===== config.mk =====
export PLATFORM = sky130hd
export DESIGN_NAME = shift_exec_unit
export DESIGN_NICKNAME = d
export VERILOG_FILES = /design/src/rtl/shift_exec_unit.sv
export SDC_FILE = /design/constraint.sdc
export NUM_CORES = 1
export LEC_CHECK = 0
export ABC_CLOCK_PERIOD_IN_PS = 9700
export CORE_MARGIN = 1
export CORE_UTILIZATION = 40
export CTS_CLUSTER_SIZE = 16
export DETAILED_ROUTE_END_ITERATION = 6
export PLACE_DENSITY_LB_ADDON = 0.12
export SETUP_SLACK_MARGIN = 0.4
export SYNTH_ARGS = -nofsm -noshare
export SYNTH_HDL_FRONTEND = slang
export SYNTH_SLANG_ARGS = --single-unit

===== constraint.sdc =====
create_clock -name clk -period 9.7 [get_ports clk]
set_input_delay 2.91 -clock clk [delete_from_list [all_inputs] [get_ports clk]]
set_output_delay 2.91 -clock clk [all_outputs]
set_load 0.05 [all_outputs]

===== src/rtl/shift_exec_unit.sv =====
// Multi-cycle shift execution stage: accepts one shift micro-op, shifts up to
// STEP positions per cycle, and hands the result to writeback over valid/ready.
module shift_exec_unit #(
  parameter int WIDTH   = 32,
  parameter int SHAMT_W = 5,
  parameter int STEP    = 4
) (
  input  logic               clk,
  input  logic               rst,
  input  logic               in_valid,
  output logic               in_ready,
  input  logic [WIDTH-1:0]   in_data,
  input  logic [SHAMT_W-1:0] in_shamt,
  input  logic [1:0]         in_op,
  output logic               out_valid,
  input  logic               out_ready,
  output logic [WIDTH-1:0]   out_data,
  output logic               busy
);

  localparam logic [1:0] S_IDLE  = 2'd0;
  localparam logic [1:0] S_SHIFT = 2'd1;
  localparam logic [1:0] S_DONE  = 2'd2;

  localparam logic [1:0] OP_SLL = 2'b00;
  localparam logic [1:0] OP_SRL = 2'b01;
  localparam logic [1:0] OP_SRA = 2'b10;
  localparam logic [1:0] OP_ROL = 2'b11;

  // One extra bit so STEP == WIDTH is representable.
  localparam logic [SHAMT_W:0] STEP_W  = (SHAMT_W+1)'(STEP);
  localparam logic [SHAMT_W:0] WIDTH_W = (SHAMT_W+1)'(WIDTH);

  logic [1:0]         state_q,    state_d;
  logic [WIDTH-1:0]   work_q,     work_d;
  logic [SHAMT_W-1:0] rem_q,      rem_d;
  logic [1:0]         op_q,       op_d;
  logic               sign_q,     sign_d;
  logic [WIDTH-1:0]   out_data_q, out_data_d;

  logic [SHAMT_W:0]   k;
  logic [WIDTH-1:0]   fill_mask;
  logic [WIDTH-1:0]   step_res;

  // Partial shift of the work register by k = min(STEP, rem).
  always_comb begin
    k         = ({1'b0, rem_q} > STEP_W) ? STEP_W : {1'b0, rem_q};
    fill_mask = ~({WIDTH{1'b1}} >> k);
    case (op_q)
      OP_SLL:  step_res = work_q << k;
      OP_SRL:  step_res = work_q >> k;
      OP_SRA:  step_res = (work_q >> k) | (sign_q ? fill_mask : '0);
      OP_ROL:  step_res = (work_q << k) | (work_q >> (WIDTH_W - k));
      default: step_res = work_q;
    endcase
  end

  // NOTE: every always_comb output gets a default first, so no path can infer a latch.
  always_comb begin
    state_d    = state_q;
    work_d     = work_q;
    rem_d      = rem_q;
    op_d       = op_q;
    sign_d     = sign_q;
    out_data_d = out_data_q;
    case (state_q)
      S_IDLE: begin
        if (in_valid) begin
          work_d = in_data;
          rem_d  = in_shamt;
          op_d   = in_op;
          sign_d = in_data[WIDTH-1];
          if (in_shamt == '0) begin
            state_d    = S_DONE;
            out_data_d = in_data;
          end else begin
            state_d = S_SHIFT;
          end
        end
      end
      S_SHIFT: begin
        work_d = step_res;
        rem_d  = rem_q - k[SHAMT_W-1:0];
        if ({1'b0, rem_q} == k) begin
          state_d    = S_DONE;
          out_data_d = step_res;
        end
      end
      S_DONE: begin
        if (out_ready) state_d = S_IDLE;
      end
      default: state_d = S_IDLE;
    endcase
  end

  // NOTE: sequential state uses non-blocking assignments so all flops update together.
  always_ff @(posedge clk) begin
    if (rst) begin
      state_q    <= S_IDLE;
      work_q     <= '0;
      rem_q      <= '0;
      op_q       <= OP_SLL;
      sign_q     <= 1'b0;
      out_data_q <= '0;
    end else begin
      state_q    <= state_d;
      work_q     <= work_d;
      rem_q      <= rem_d;
      op_q       <= op_d;
      sign_q     <= sign_d;
      out_data_q <= out_data_d;
    end
  end

  // Handshake outputs decode registered state only.
  assign in_ready  = (state_q == S_IDLE);
  assign out_valid = (state_q == S_DONE);
  assign busy      = (state_q != S_IDLE);
  assign out_data  = out_data_q;

endmodule

==> results.tsv <==
metric	value	unit
status	finished, final reports clean	
Via density	6.54	
Post-DP HPWL	19300	microns
Synth Warn #	0	
Rows	48	
PwrDens	180	mW/mm^2
CP Data Required Time	9.94	ns
setup bufs post-CTS	0	
DRT iter0 DRCs	1088	
ys async rst share	0	
Placer Congestion	0.970	
top post-synthesis cells by count	nand2_1, nor2_1, a21oi_1, dfxtp_1, clkbuf_1	
Syn Nets	1033	
Nets	1025	
crit-path leading delay family	compound AO/OA/AOI/OAI gates	
H-tree Lvls	3	
ANT nets after route	0	
pre-CTS setup slack	4.02	ns
largest net degree at the start of global routing	89	
routed length per placed instance	23.8	microns
Initial Utilization	0.408	
Final min period	5.47	ns
die span in y	134	microns
most frequent cell after synthesis	nand2_1	
Area Growth Syn to Fin	14.6	%
max_slew headroom	0.303	
CTS tree	done	
#FFs+latches synth	74	
number of global-route vias before repair	7161	
grt total ovfl	0	
Critical-path top delay cell	ha_1	
cts repair resizes	0	
crit-path cells	nor4b_4 -> buf_4 -> inv_2 -> buf_4 -> ha_1 -> inv_1 -> ha_1 -> inv_1 -> nand3_1 -> a21oi_1 -> a2111oi_0 -> o21ai_1 -> a41o_1	
Max-Cap Viols	0	
# fillers	1796	
total core area	0.0172	sq mm
Crit path depth	13	
Register Area	0.00148	sq mm
Skew-Pair Late Insertion Delay	0.34	ns
Max rail drop VDD	126	uV
IO Pins	78	
Setup crit start	rem_q[4]	
WHS Path Cells	2	
Routed Wire Length	28700	microns
dominant synthesized flop cell	dfxtp_1	
Clock Pin Slew Worst Setup and Hold Paths	0.06	ns
Post-Syn Instances	985	
Die Area	0.0180	sq mm
HP Class	flop to flop	
clock sink total	74	
Total GRT Usage	0.318	
number of synthesized flops with an enable pin	0	
Area contributors post-synth	dfxtp_1, nand2_1, mux2i_1	
sequential area share after synthesis	0.212	
Slew @ Worst Pin	1.04	ns
Setup WS post-layout	4.23	ns
cts bufs inserted	9	
post-synth top area share	0.212	
P_leak	2.75	nW
mapped cell area	0.00700	sq mm
clk_skew	0.0101	ns
CP max stage delay	0.93	ns
hold path startpoint	out_data[1]	
WP data arrival	5.70	ns
share of cells above drive strength 1	0.0774	
DRC violations left	0	
CTS Hold Buffers Added	0	
root buffer cell	clkbuf_16	
die width	134	microns
Vias	7902	
Hold Violations, Final	0	
Port Buffers	77	
Pre-Repair DR Iteration Count	5	
worst reg2reg startpoint	rem_q[4]	
Setup TNS	0	ns
WHS	0.460	ns
critical path fanouts, max	56	
Worst R2R Path Depth	13	
fin crit share	0.564	
Cell variety after synth	82	
Worst Setup Path Type	flop to flop	
initial antenna violation count	0	
Critical Path Start Type	flop	
CTS Buffer Depth	2	
crit path buf inv count	5	
RSZ-0062 raised after global routing	no	
area of the multi-input gates	0.00499	sq mm
area leader, netlist	dfxtp_1	
Avg Inst Size Synth	7.11	sq um
endpoints failing setup	0	
fmax	183	MHz
first-pass GRT wire length	43900	microns
CP Capture Type	flop	
Slew Limit Fails	0	
==> worst min-delay path, delay by kind of cell (launching register included) <==
kind             cells  cell delay (ns)
flip-flops           1             0.31
AND/OR/NAND/NOR      1             0.05
AO/OA/AOI/OAI        1             0.05
==> cell families (layout without fill, tap and decap cells) <==
| kind of cell | after synthesis | count (layout) | share of synthesized area |
|---|---|---|---|
| muxes | 80 | 80 | 0.132 |
| DFF | 74 | 74 | 0.212 |
| and+or+nand+nor | 390 | 390 | 0.261 |
| AOI/OAI and AO/OA | 305 | 305 | 0.301 |
| xor gates and xnor gates | 2 | 2 | 0.00250 |
| other | 1 | 2 | 0.000536 |
| adders and majority gates | 5 | 5 | 0.00894 |
| buffers and inverters | 128 | 125 | 0.0815 |
==> power breakdown <==
group          leakage (nW)  internal (W)  switching [W]
combinational          2.00      0.000237       0.000437
sequential            0.608      0.000340      0.0000879
clock                 0.144      0.000202       0.000139
==> flip-flops by register name (all words and copies together) (netlist names) <==
name / flops
sign_q: 1
out_data: 32
rem_q: 5
work_q: 32
state_q: 2
op_q: 2
==> layer usage <==
layer / vias up / track usage / routed length (microns)
li1: 3634 / - / -
met1: 3711 / 0.468 / 12900
met2: 475 / 0.447 / 11900
met3: 82 / 0.0699 / 3020
met4: 0 / 0.114 / 939
met5: - / 0 / 0
==> worst paths after layout <==
| check | end | slack (ns) |
|---|---|---|
| worst max register to register | work_q[3] | 4.23 |
| worst max-delay path | work_q[3] | 4.23 |
| worst min register to register | out_data[1] | 0.46 |
| worst min-delay path | out_data[1] | 0.46 |
==> layout by cell type, fill, tap and decap left out, types with 13 or more instances in the layout <==
master	count
buf_4	21
nand3b_1	15
nor3_1	18
a31oi_1	13
a21oi_1	79
a211oi_1	33
o21ai_0	41
or3_1	16
nand3_1	30
o211ai_1	13
a311oi_1	14
nor2_1	87
nand2_1	167
clkdlybuf4s50_1	76
mux2i_1	59
a221oi_1	15
dfxtp_1	73
==> cell type report <==
cell class / count / share of cell area
clock inverter: 6 / 0.00904
clock buffer: 10 / 0.0285
timing repair buffer: 98 / 0.115
tap: 225 / 0.0351
multi-input combinational: 783 / 0.622
sequential: 74 / 0.185
inverter: 11 / 0.00514
antenna: 1 / 0.000312
==> stage by stage <==
| step | util | area (sq um) | std cells | power (W) |
|---|---|---|---|---|
| after floorplan | - | 7000 | 985 | 0.000870 |
| after global placement | 0.450 | 7720 | 1191 | 0.00108 |
| after detailed placement | 0.450 | 7720 | 1191 | 0.00108 |
| after CTS | 0.467 | 8020 | 1207 | 0.00143 |
| after global routing | 0.467 | 8020 | 1207 | 0.00150 |
| final | 0.467 | 8030 | 1208 | 0.00144 |
No activity file was read; power rests on OpenSTA's default activity.
